<file path="src/rtl/reg_decr_nstage_valrdy_pkg.sv">
// Shared definitions for the elastic N-stage decrementer.
//   MSG_NBITS   - width of a message byte
//   msg_t       - message type carried on every stage
//   MAX_NSTAGES - largest supported pipeline depth
//   msg_decr()  - modulo-256 decrement applied by each stage
package regdecr_pkg;

  localparam int MSG_NBITS   = 8;
  localparam int MAX_NSTAGES = 16;

  typedef logic [MSG_NBITS-1:0] msg_t;

  // Wraps 0x00 -> 0xFF.
  function automatic msg_t msg_decr(input msg_t m);
    return msg_t'(m - msg_t'(1));
  endfunction

endpackage

</file>
<file path="src/rtl/reg_decr_nstage_valrdy_if.sv">
// Valid/ready message channel.
// Handshake: a transfer happens on a rising clk edge where val && rdy are
// both high. While val is high and rdy is low, the master holds msg stable
// and keeps val asserted.
//   msg - message byte (master -> slave)
//   val - msg is valid (master -> slave)
//   rdy - slave accepts msg this cycle (slave -> master)
interface reg_decr_nstage_valrdy_if;
  import regdecr_pkg::*;

  msg_t msg;
  logic val;
  logic rdy;

  modport master (output msg, output val, input rdy);
  modport slave  (input msg, input val, output rdy);

endinterface

</file>
<file path="src/rtl/reg_decr_nstage_valrdy_stage.sv">
// One elastic decrement stage: registers (in_msg - 1) with a valid bit.
//   clk, reset        - clock, synchronous active-high reset
//   in_msg/val/rdy    - upstream handshake (this stage is the consumer)
//   out_msg/val/rdy   - downstream handshake (this stage is the producer)
// in_rdy ripples combinationally from out_rdy, so a full chain moves
// forward as a whole in the cycle the consumer becomes ready.
module reg_decr_valrdy
  import regdecr_pkg::*;
(
  input  logic clk,
  input  logic reset,
  input  msg_t in_msg,
  input  logic in_val,
  output logic in_rdy,
  output msg_t out_msg,
  output logic out_val,
  input  logic out_rdy
);

  logic val_q;
  msg_t msg_q;
  logic adv;
  logic fire_in;

  assign adv     = val_q && out_rdy;
  // Ready is forced high during reset, but fire_in is masked so nothing
  // offered during reset is captured.
  assign in_rdy  = reset || !val_q || out_rdy;
  assign fire_in = in_val && in_rdy && !reset;

  always_ff @(posedge clk) begin
    if (reset) begin
      val_q <= 1'b0;
      msg_q <= '0;
    end else if (fire_in) begin
      // A fill takes priority over a drain: simultaneous fire and adv
      // leaves the stage valid with the new message.
      val_q <= 1'b1;
      msg_q <= msg_decr(in_msg);
    end else if (adv) begin
      val_q <= 1'b0;
    end
  end

  assign out_msg = msg_q;
  assign out_val = val_q;

endmodule

</file>
<file path="src/rtl/reg_decr_nstage_valrdy.sv">
// Elastic N-stage registered decrementer: out_msg = in_msg - nstages
// (mod 256), latency nstages cycles, 1 msg/cycle, capacity nstages.
//   clk, reset - clock, synchronous active-high reset
//   in_if      - input channel (slave side: in_msg, in_val, in_rdy)
//   out_if     - output channel (master side: out_msg, out_val, out_rdy)
module reg_decr_nstage_valrdy
  import regdecr_pkg::*;
#(
  parameter int nstages = 2
) (
  input  logic                            clk,
  input  logic                            reset,
  reg_decr_nstage_valrdy_if.slave         in_if,
  reg_decr_nstage_valrdy_if.master        out_if
);

  if (nstages < 1 || nstages > MAX_NSTAGES) begin : g_bad_nstages
    $error("reg_decr_nstage_valrdy: nstages must be in 1..16");
  end

  // Chain node k feeds stage k; node nstages is the block output.
  msg_t msg_c [nstages+1];
  logic val_c [nstages+1];
  logic rdy_c [nstages+1];

  assign msg_c[0]       = in_if.msg;
  assign val_c[0]       = in_if.val;
  assign in_if.rdy      = rdy_c[0];
  assign out_if.msg     = msg_c[nstages];
  assign out_if.val     = val_c[nstages];
  assign rdy_c[nstages] = out_if.rdy;

  for (genvar k = 0; k < nstages; k++) begin : g_stage
    reg_decr_valrdy u_stage (
      .clk     (clk),
      .reset   (reset),
      .in_msg  (msg_c[k]),
      .in_val  (val_c[k]),
      .in_rdy  (rdy_c[k]),
      .out_msg (msg_c[k+1]),
      .out_val (val_c[k+1]),
      .out_rdy (rdy_c[k+1])
    );
  end

endmodule

</file>
<file path="src/flat_wrapper.sv">
// flat-port wrapper written by rule: the top's interface ports become plain ports
module reg_decr_nstage_valrdy_flat import regdecr_pkg::*;
#(
  parameter int nstages = 2
)
  (clk, reset, in_if_msg, in_if_val, in_if_rdy, out_if_msg, out_if_val, out_if_rdy);
  reg_decr_nstage_valrdy_if in_if_i ();
  reg_decr_nstage_valrdy_if out_if_i ();
  input  logic clk;
  input  logic reset;
  input wire logic [$bits(in_if_i.msg)-1:0] in_if_msg;
  input wire logic [$bits(in_if_i.val)-1:0] in_if_val;
  output wire logic [$bits(in_if_i.rdy)-1:0] in_if_rdy;
  output wire logic [$bits(out_if_i.msg)-1:0] out_if_msg;
  output wire logic [$bits(out_if_i.val)-1:0] out_if_val;
  input wire logic [$bits(out_if_i.rdy)-1:0] out_if_rdy;
  assign in_if_i.msg = in_if_msg;
  assign in_if_i.val = in_if_val;
  assign in_if_rdy = in_if_i.rdy;
  assign out_if_msg = out_if_i.msg;
  assign out_if_val = out_if_i.val;
  assign out_if_i.rdy = out_if_rdy;
  reg_decr_nstage_valrdy #(.nstages(nstages)) u_core (.clk(clk), .reset(reset), .in_if(in_if_i), .out_if(out_if_i));
endmodule
</file>
<file path="config.mk">
export PLATFORM = sky130hd
export DESIGN_NAME = reg_decr_nstage_valrdy_flat
export DESIGN_NICKNAME = d
export VERILOG_FILES = /design/src/rtl/reg_decr_nstage_valrdy_pkg.sv /design/src/rtl/reg_decr_nstage_valrdy_if.sv /design/src/rtl/reg_decr_nstage_valrdy_stage.sv /design/src/rtl/reg_decr_nstage_valrdy.sv /design/src/flat_wrapper.sv
export SDC_FILE = /design/constraint.sdc
export NUM_CORES = 1
export LEC_CHECK = 0
export ABC_AREA = 1
export BUFFER_PORTS_ARGS = -buffer_cell sky130_fd_sc_hd__buf_2
export CAP_MARGIN = 10
export CELL_PAD_IN_SITES_DETAIL_PLACEMENT = 0
export CELL_PAD_IN_SITES_GLOBAL_PLACEMENT = 2
export CORE_MARGIN = 2
export CORE_UTILIZATION = 25
export DETAILED_ROUTE_END_ITERATION = 10
export MAX_ROUTING_LAYER = met4
export PLACE_DENSITY = 0.78
export SYNTH_ARGS = -nofsm -noshare
export SYNTH_HDL_FRONTEND = slang
export SYNTH_SLANG_ARGS = --single-unit
</file>
<file path="constraint.sdc">
create_clock -name clk -period 1.2 [get_ports clk]
set_clock_uncertainty 0.15 [all_clocks]
set_input_delay 0.06 -clock clk [delete_from_list [all_inputs] [get_ports clk]]
set_output_delay 0.06 -clock clk [all_outputs]
set_load 0.01 [all_outputs]
</file>
==> impl_metrics.yaml, run 1 <==
run_status:
  status: "finished, violations left"
  violations: "hold timing, setup timing"
synthesis:
  synth_top_cell_area_share_pct: 36.3
  synth_nets: 161
  ys_types: 21
  synth_top_cell_by_area: "dfxtp_1"
  syn_area_per_cell_um2: 6.76
  ys.warnings.count: 0
  synth_area_um2: 993
  synth_seq_area_share_pct: 36.3
  yosys-top-cells-area: "dfxtp_1 (36%), nand2_1 (12%), inv_1 (9.8%), nand3_1 (8.6%), nor2_1 (6.0%)"
  ys_ff_latch: 18
  synthCells: 147
timing:
  slew_headroom_pct: 85.9
  setup-violations-final: 18
  finalSetupTns_ps: -1160
  rsz0062_at_grt: "yes"
  hold_ws_ps: -38.9
  slew_viol_final: 0
  worst_slew_pin_slew_ps: 211
  period_share_pct: 110
  setup_slack_ps: -125
  max_freq_ghz: 0.755
  fin_crit_ps: 1330
  hold_violations: 1
power_and_ir_drop:
  p_total_mw: 1.56
  p_per_area_nw_per_um2: 1050
  p_leak_nw: 0.770
  ir_drop_mv: 0.348
routing:
  vias: 999
  detail-route-antenna-nets: 0
  wl_mm: 2.30
  drt_iter0_markers: 34
  via_per_inst: 4.11
  drt_first_pass_iters: 4
  wl_per_cell_um: 9.48
  drcViolationCount: 0
setup_path:
  r2r-start: "u_core.g_stage[0].u_stage.out_val"
  reg2reg_depth: 8
  path_cells: "inv_2 > nor2_4 > buf_6 > nand2_4 > buf_6 > buf_6"
  crit_end: "in_if_rdy"
  arrival_ps: 1120
  worstSetupStartpoint: "u_core.g_stage[0].u_stage.out_val"
  slowest_stage: "dfxtp_2"
  rr_endpoint: "u_core.g_stage[1].u_stage.out_msg[1]"
  cp.depth: 6
  r2r_slack_ps: -120
  start_kind: "register"
  crit_family: "buffers and inverters"
  critPathMaxFanout: 2
  critPathMostFrequentCell: "buf_6"
  critPathMaxStageDelay_ps: 340
  critPathRequiredTime_ps: 990
  crit_type: "reg2out"
  path_buf_inv: 4
  endpoint_kind: "primary output"
cts:
  cts_num_sinks: 18
  htreeDepth: 1
  clk_pin_slew_ps: 70
  root_buffer: "clkbuf_8"
  cts_tree: "done"
  clockBufferDepth: 2
  clkLatencyLatePin_ps: 250
  cts_hold_buf: 3
  numCtsBuffers: 3
cells_and_area:
  antenna_cells: 0
  fillers: 409
  finalNonFillerCells: 243
  final_core_util_pct: 39.9
  layout-drive-gt1-share_pct: 41.5
  synthToLayoutAreaGrowth_pct: 50.3
  fin_nets: 210
grt:
  grt_pass1_wl_mm: 3.89
  grt.total_usage_pct: 11.7
  first_global_vias: 939
  globalRouteOverflowTotal: 0
  grt_max_degree: 12
  antenna_found_initial: 0
worst_hold_path:
  hp-start: "out_if_rdy"
  min_path_type: "in2reg"
floorplanning:
  die_area_um2: 4490
  die_x_um: 67.0
  core_area_um2: 3740
  die_h_um: 67.0
  rows: 22
  start_util_pct: 26.5
  io_pins: 22
placement:
  gp_congestion: 0.694
  dp.cells: 230
  dp_hpwl_mm: 1.76
  port-buffer-count: 21
run:
  maxCapViolations: 0
where the power goes:
part	switching (mW)	internal, mW
Combinational	0.204	0.188
Sequential	0.0307	0.645
Clock	0.200	0.291
area by class of cell:
type	instances	area, um^2	area share [%]
Sequential cell	18	365	24.5
Clock buffer	4	55.1	3.69
Timing Repair Buffer	47	333	22.3
Tap cell	48	60.1	4.02
Inverter	28	108	7.21
Multi-Input combinational cell	98	572	38.3
sequential cells by signal (all words and copies together) (netlist names):
name                            cells
u_core.g_stage.u_stage.out_msg     16
u_core.g_stage.u_stage.out_val      2
worst min-delay path: stages:
cell	delay (ps)
buf_2	100
nor2_4	50
nor2_1	80
nor2_1	40
synth_stat cells:
master	number
a21boi_0	1
a21oi_1	3
a21oi_2	3
buf_4	1
buf_6	2
dfxtp_1	18
ha_1	2
inv_1	26
inv_2	2
nand2_1	32
nand2_2	1
nand2_4	1
nand3_1	17
nand4_1	1
nor2_1	16
nor2_2	4
o21ai_0	9
o21ai_1	1
o21ai_2	3
o21bai_1	1
xor2_1	3
per-layer routing:
| metal | vias to the layer above | part of all wire (%) | track usage [%] |
|---|---|---|---|
| met3 | 3 | 3.4 | 2.03 |
| met4 | 0 | 1.2 | 6.12 |
| met1 | 424 | 45 | 12.7 |
| met2 | 22 | 50 | 20.4 |
| met5 | - | 0 | - |
| li1 | 550 | - | - |
per-stage QoR:
step	area, um^2	setup WS (ps)
floorplan	1020	-9.99
global placement	1290	-150
detailed placement	1290	-166
CTS	1450	-136
global route	1490	-190
finish	1490	-125
kinds of logic (layout without fill, tap and decap cells):
kind of cell	count (synthesis)	after routing	share of synthesized area [%]
flip-flops	18	18	36.3
AND/OR/NAND/NOR	72	72	31.6
buffers and inverters	31	79	13.6
XOR/XNOR	3	3	2.65
AO/OA/AOI/OAI	21	21	13.4
adder cells (fa/ha/maj)	2	2	2.52
cell usage in the layout, fill, tap and decap left out, types with 3 or more instances in the layout:
| cell | count |
|---|---|
| a21oi_1 | 3 |
| buf_2 | 20 |
| inv_1 | 20 |
| nand2_1 | 31 |
| nand3_1 | 13 |
| inv_2 | 7 |
| dfxtp_1 | 14 |
| xor2_1 | 3 |
| nand3_2 | 4 |
| dlygate4sd3_1 | 3 |
| a21oi_2 | 3 |
| dfxtp_2 | 4 |
| nor2_4 | 5 |
| clkbuf_8 | 4 |
| buf_6 | 6 |
| nor2_1 | 14 |
| o21ai_1 | 7 |
| buf_4 | 18 |
| o21ai_2 | 4 |
how the worst min path moves through the flow:
stage	to	slack, ps	depth (start not counted)
5_1_grt	u_core.g_stage[1].u_stage.out_val	-20	4
6_report	u_core.g_stage[1].u_stage.out_val	-40	4
3_3_place_gp	u_core.g_stage[0].u_stage.out_msg[3]	200	3
2_1_floorplan	u_core.g_stage[1].u_stage.out_val	-30	1
3_5_place_dp	u_core.g_stage[0].u_stage.out_msg[3]	210	3
4_1_cts	u_core.g_stage[1].u_stage.out_val	-40	4
what timing repair did:
item,4_1_cts,5_1_grt
setup buffers,2,4
setup endpoints to repair,18,18
pin swaps,6,10
hold endpoints to repair,4,1
gates resized for setup,23,8
cloned,0,0
Power figures use the tool's default switching activity.
==> run 2: changes to the inputs <==
--- a/config.mk
+++ b/config.mk
@@ -14,7 +14,8 @@
 export CORE_UTILIZATION = 25
 export DETAILED_ROUTE_END_ITERATION = 10
 export MAX_ROUTING_LAYER = met4
-export PLACE_DENSITY = 0.78
+export PLACE_DENSITY = 0.75
 export SYNTH_ARGS = -nofsm -noshare
 export SYNTH_HDL_FRONTEND = slang
 export SYNTH_SLANG_ARGS = --single-unit
+export TNS_END_PERCENT = 5
==> impl_metrics.yaml, run 2 (synthesized netlist as in run 1, its figures left out) <==
cells_and_area:
  layout-drive-gt1-share_pct: 36.0
  antenna_cells: 0
  largest_reg_flops: 16
  synthToLayoutAreaGrowth_pct: 44.3
  seq_area_um2: 365
  fillers: 432
  layout_common_cells: "nand2_1 (32), inv_1 (22), buf_2 (20)"
  multiInputGateArea_um2: 557
  layout_commonest_cell: "nand2_1"
  fin_nets: 204
  design_area_um2: 1430
timing:
  hold_ws_ps: 7.30
  fin_crit_ps: 1290
  slew_headroom_pct: 84.4
  slew_viol_final: 0
  worst_slew_pin_slew_ps: 232
  hold_violations: 0
  setup-violations-final: 10
  period_share_pct: 107
  max_freq_ghz: 0.776
  setup_slack_ps: -88.9
  finalSetupTns_ps: -417
  rsz0062_at_grt: "yes"
setup_path:
  endpoint_kind: "register"
  critPathMaxFanout: 3
  reg2reg_depth: 7
  arrival_ps: 1300
  crit_end: "u_core.g_stage[1].u_stage.out_msg[7]"
  r2r_slack_ps: -90
  r2r-start: "u_core.g_stage[0].u_stage.out_msg[1]"
  start_kind: "register"
  rr_endpoint: "u_core.g_stage[1].u_stage.out_msg[7]"
  worstSetupStartpoint: "u_core.g_stage[0].u_stage.out_msg[1]"
  critPathRequiredTime_ps: 1210
  crit_type: "reg2reg"
floorplanning:
  die_h_um: 67.0
  start_util_pct: 26.5
  die_area_um2: 4490
  die_x_um: 67.0
  core_area_um2: 3740
  io_pins: 22
  rows: 22
run_status:
  violations: "setup timing"
  status: "finished, violations left"
grt:
  antenna_found_initial: 0
  grt_max_degree: 17
  first_global_vias: 881
  grt.total_usage_pct: 11.1
  globalRouteOverflowTotal: 0
  grt_pass1_wl_mm: 3.64
routing:
  wl_mm: 2.25
  via_per_inst: 4.19
  vias: 992
  detail-route-antenna-nets: 0
  drt_first_pass_iters: 5
  drt_iter0_markers: 10
  wl_per_cell_um: 9.48
  drcViolationCount: 0
power_and_ir_drop:
  p_per_area_nw_per_um2: 1070
  ir_drop_mv: 0.391
  p_total_mw: 1.53
  p_leak_nw: 0.739
cts:
  clockBufferDepth: 2
  root_buffer: "clkbuf_8"
  cts_tree: "done"
  numCtsBuffers: 3
  clkLatencyLatePin_ps: 260
  cts_num_sinks: 18
  htreeDepth: 1
  clk_pin_slew_ps: 70
placement:
  port-buffer-count: 21
  dpl_cell_area_um2: 1260
  dp_hpwl_mm: 1.70
  gp_congestion: 0.717
worst_hold_path:
  min_path_type: "in2reg"
  whs_path_depth: 5
run:
  maxCapViolations: 0
-- run 2: cell count changes in the layout (fill, tap and decap cells not counted), moves of 2 or more --
cell	delta
nand3_2	-2
buf_4	-5
inv_1	+2
nand3_1	+2
buf_6	-3
o21ai_0	+5
o21ai_1	-5
-- run 2: cell type report --
cell class,instances,share of cell area (%)
Clock buffer,4,3.84
Inverter,28,7.33
Multi-Input combinational cell,98,38.8
Sequential cell,18,25.5
Tap cell,48,4.19
Timing Repair Buffer,41,20.3
-- run 2: power breakdown --
group / switching (mW) / total, mW / internal [mW]
Combinational: 0.191 / 0.357 / 0.166
Sequential: 0.0284 / 0.674 / 0.645
Clock: 0.207 / 0.499 / 0.292
-- run 2: how the worst min path moves through the flow --
stage                                                end  slack, ps         start
floorplan              u_core.g_stage[1].u_stage.out_val        -30         reset
global placement    u_core.g_stage[0].u_stage.out_msg[3]        210  in_if_msg[3]
detailed placement  u_core.g_stage[0].u_stage.out_msg[3]        210  in_if_msg[3]
CTS                 u_core.g_stage[0].u_stage.out_msg[5]          7  in_if_msg[5]
global route        u_core.g_stage[0].u_stage.out_msg[1]         40     in_if_val
finish              u_core.g_stage[0].u_stage.out_msg[5]          7  in_if_msg[5]
-- run 2: repair_timing --
action | 4_1_cts | 5_1_grt
endpoints found under the hold margin | 4 | 0
pin swaps | 5 | 3
hold buffers | 4 | 0
setup endpoints to repair | 13 | 18
setup buffers | 2 | 1
resized for setup | 14 | 3
-- run 2: layer usage --
layer	wire [um]	vias up	GRT usage (%)
met5	0	-	-
met4	61	0	6.89
met3	86	7	1.52
met2	1150	27	19.2
met1	952	417	12.0
li1	-	541	-
-- run 2: per-stage QoR --
stage / worst slack [ps] / std cells / utilization [%]
floorplan: -9.99 / 147 / -
global placement: -61.6 / 226 / 33.7
detailed placement: -96.1 / 226 / 33.7
CTS: -81.3 / 236 / 37.7
global route: -185 / 237 / 38.3
finish: -88.9 / 237 / 38.3
-- run 2: critical path, cell delays in order, from the launching register on --
cell     delay, ps
dfxtp_2        320
buf_4          120
nor2_1          70
nand2_1         90
o21ai_0        240
nand3_2        100
nand2_1         70
inv_1           30
==> run 3: changes to the inputs <==
--- a/config.mk
+++ b/config.mk
@@ -11,10 +11,11 @@
 export CELL_PAD_IN_SITES_DETAIL_PLACEMENT = 0
 export CELL_PAD_IN_SITES_GLOBAL_PLACEMENT = 2
 export CORE_MARGIN = 2
-export CORE_UTILIZATION = 25
+export CORE_UTILIZATION = 27
+export CTS_BUF_LIST = sky130_fd_sc_hd__clkbuf_8
 export DETAILED_ROUTE_END_ITERATION = 10
 export MAX_ROUTING_LAYER = met4
-export PLACE_DENSITY = 0.75
+export PLACE_DENSITY = 0.8
 export SYNTH_ARGS = -nofsm -noshare
 export SYNTH_HDL_FRONTEND = slang
 export SYNTH_SLANG_ARGS = --single-unit
==> impl_metrics.yaml, run 3 (synthesized netlist as in run 1, its figures left out) <==
run_status:
  status: "finished, violations left"
  violations: "hold timing, setup timing"
cells_and_area:
  fin_nets: 200
  antenna_cells: 0
  layout-drive-gt1-share_pct: 34.1
  largest_reg_flops: 16
  layout_common_cells: "nand2_1 (32), inv_1 (23), buf_2 (20)"
  final_core_util_pct: 38.3
  design_area_um2: 1380
  fillers: 413
  finalNonFillerCells: 233
  synthToLayoutAreaGrowth_pct: 39.2
  layout_commonest_cell: "nand2_1"
setup_path:
  arrival_ps: 1130
  start_kind: "register"
  crit_type: "reg2out"
  critPathRequiredTime_ps: 990
  endpoint_kind: "primary output"
  critPathMaxFanout: 2
cts:
  numCtsBuffers: 3
  clkLatencyLatePin_ps: 250
  clockBufferDepth: 2
  clk_pin_slew_ps: 70
  htreeDepth: 1
  post_cts_buffers: 0
  root_buffer: "clkbuf_8"
  cts_tree: "done"
  cts_num_sinks: 18
routing:
  wl_met3_um: 78
  detail-route-antenna-nets: 0
  vias: 964
  drcViolationCount: 0
  wl_per_cell_um: 9.03
  via_per_inst: 4.14
  wl_met2_mm: 1.04
  wl_mm: 2.10
  drt_first_pass_iters: 4
  met1Wirelength_um: 955
  drt_iter0_markers: 10
  route.top_layer_used: "met4"
grt:
  antenna_found_initial: 0
  grt_pass1_wl_mm: 3.91
  grt_max_degree: 17
  globalRouteOverflowTotal: 0
  first_global_vias: 928
  grt.total_usage_pct: 12.4
floorplanning:
  core_area_um2: 3610
  start_util_pct: 27.6
  rows: 22
  die_area_um2: 4180
  die_x_um: 64.7
  die_h_um: 64.7
  io_pins: 22
timing:
  rsz0062_at_grt: "yes"
  setup_slack_ps: -144
  worst_slew_pin_slew_ps: 227
  setup-violations-final: 6
  hold_violations: 2
  slew_viol_final: 0
  fin_crit_ps: 1340
  slew_headroom_pct: 84.9
  hold_ws_ps: -20.1
  finalSetupTns_ps: -386
  max_freq_ghz: 0.744
  period_share_pct: 112
placement:
  preCtsSetupSlack_ps: -194
  gp_congestion: 0.688
  dp.cells: 226
  dp_hpwl_mm: 1.75
  port-buffer-count: 21
  dpl_cell_area_um2: 1250
run:
  maxCapViolations: 0
power_and_ir_drop:
  p_leak_nw: 0.716
  ir_drop_mv: 0.326
  p_total_mw: 1.50
  p_per_area_nw_per_um2: 1090
worst_hold_path:
  min_path_type: "in2reg"
run 3: cell count changes in the layout (fill, tap and decap cells not counted), moves of 2 or more:
| cell | change |
|---|---|
| o21ai_0 | -3 |
| nor2_2 | +2 |
| o21ai_1 | +3 |
| buf_4 | -3 |
run 3: final cells by class:
| class | count | area, um^2 | area share [%] |
|---|---|---|---|
| inverter | 28 | 105 | 7.60 |
| multi-input combinational | 98 | 548 | 39.6 |
| timing repair buffer | 37 | 250 | 18.1 |
| tap | 48 | 60.1 | 4.34 |
| sequential | 18 | 364 | 26.3 |
| clock buffer | 4 | 55.1 | 3.98 |
run 3: worst paths after layout:
check	from	end	slack [ps]	cells after the start
worst max-delay path	u_core.g_stage[0].u_stage.out_val	in_if_rdy	-140	6
worst min-delay path	out_if_rdy	u_core.g_stage[1].u_stage.out_val	-20	4
worst max register to register	u_core.g_stage[0].u_stage.out_msg[1]	u_core.g_stage[1].u_stage.out_msg[6]	-90	9
worst min register to register	u_core.g_stage[1].u_stage.out_msg[2]	u_core.g_stage[1].u_stage.out_msg[2]	320	2
run 3: routing by layer:
metal  vias up  global-route usage (%)
met5         -                       -
met4         0                    6.38
met3         4                    2.60
met2        20                    20.7
met1       410                    14.0
li1        530                       -
run 3: critical path, cell delays in order, from the launching register on:
cell     delay [ps]
dfxtp_2         330
inv_2            40
nor2_4          100
buf_6           110
nand2_4          70
buf_6           130
buf_6           110
run 3: repair_timing:
item / CTS / global route
hold endpoints to repair: 3 / 1
hold buffers: 2 / 1
pin swaps: 1 / 3
resized for setup: 6 / 12
setup endpoints to repair: 18 / 18
run 3: where the power goes:
group          total [mW]  internal [mW]  switching (mW)
Sequential          0.673          0.645          0.0279
Clock               0.491          0.291           0.199
Combinational       0.337          0.151           0.186
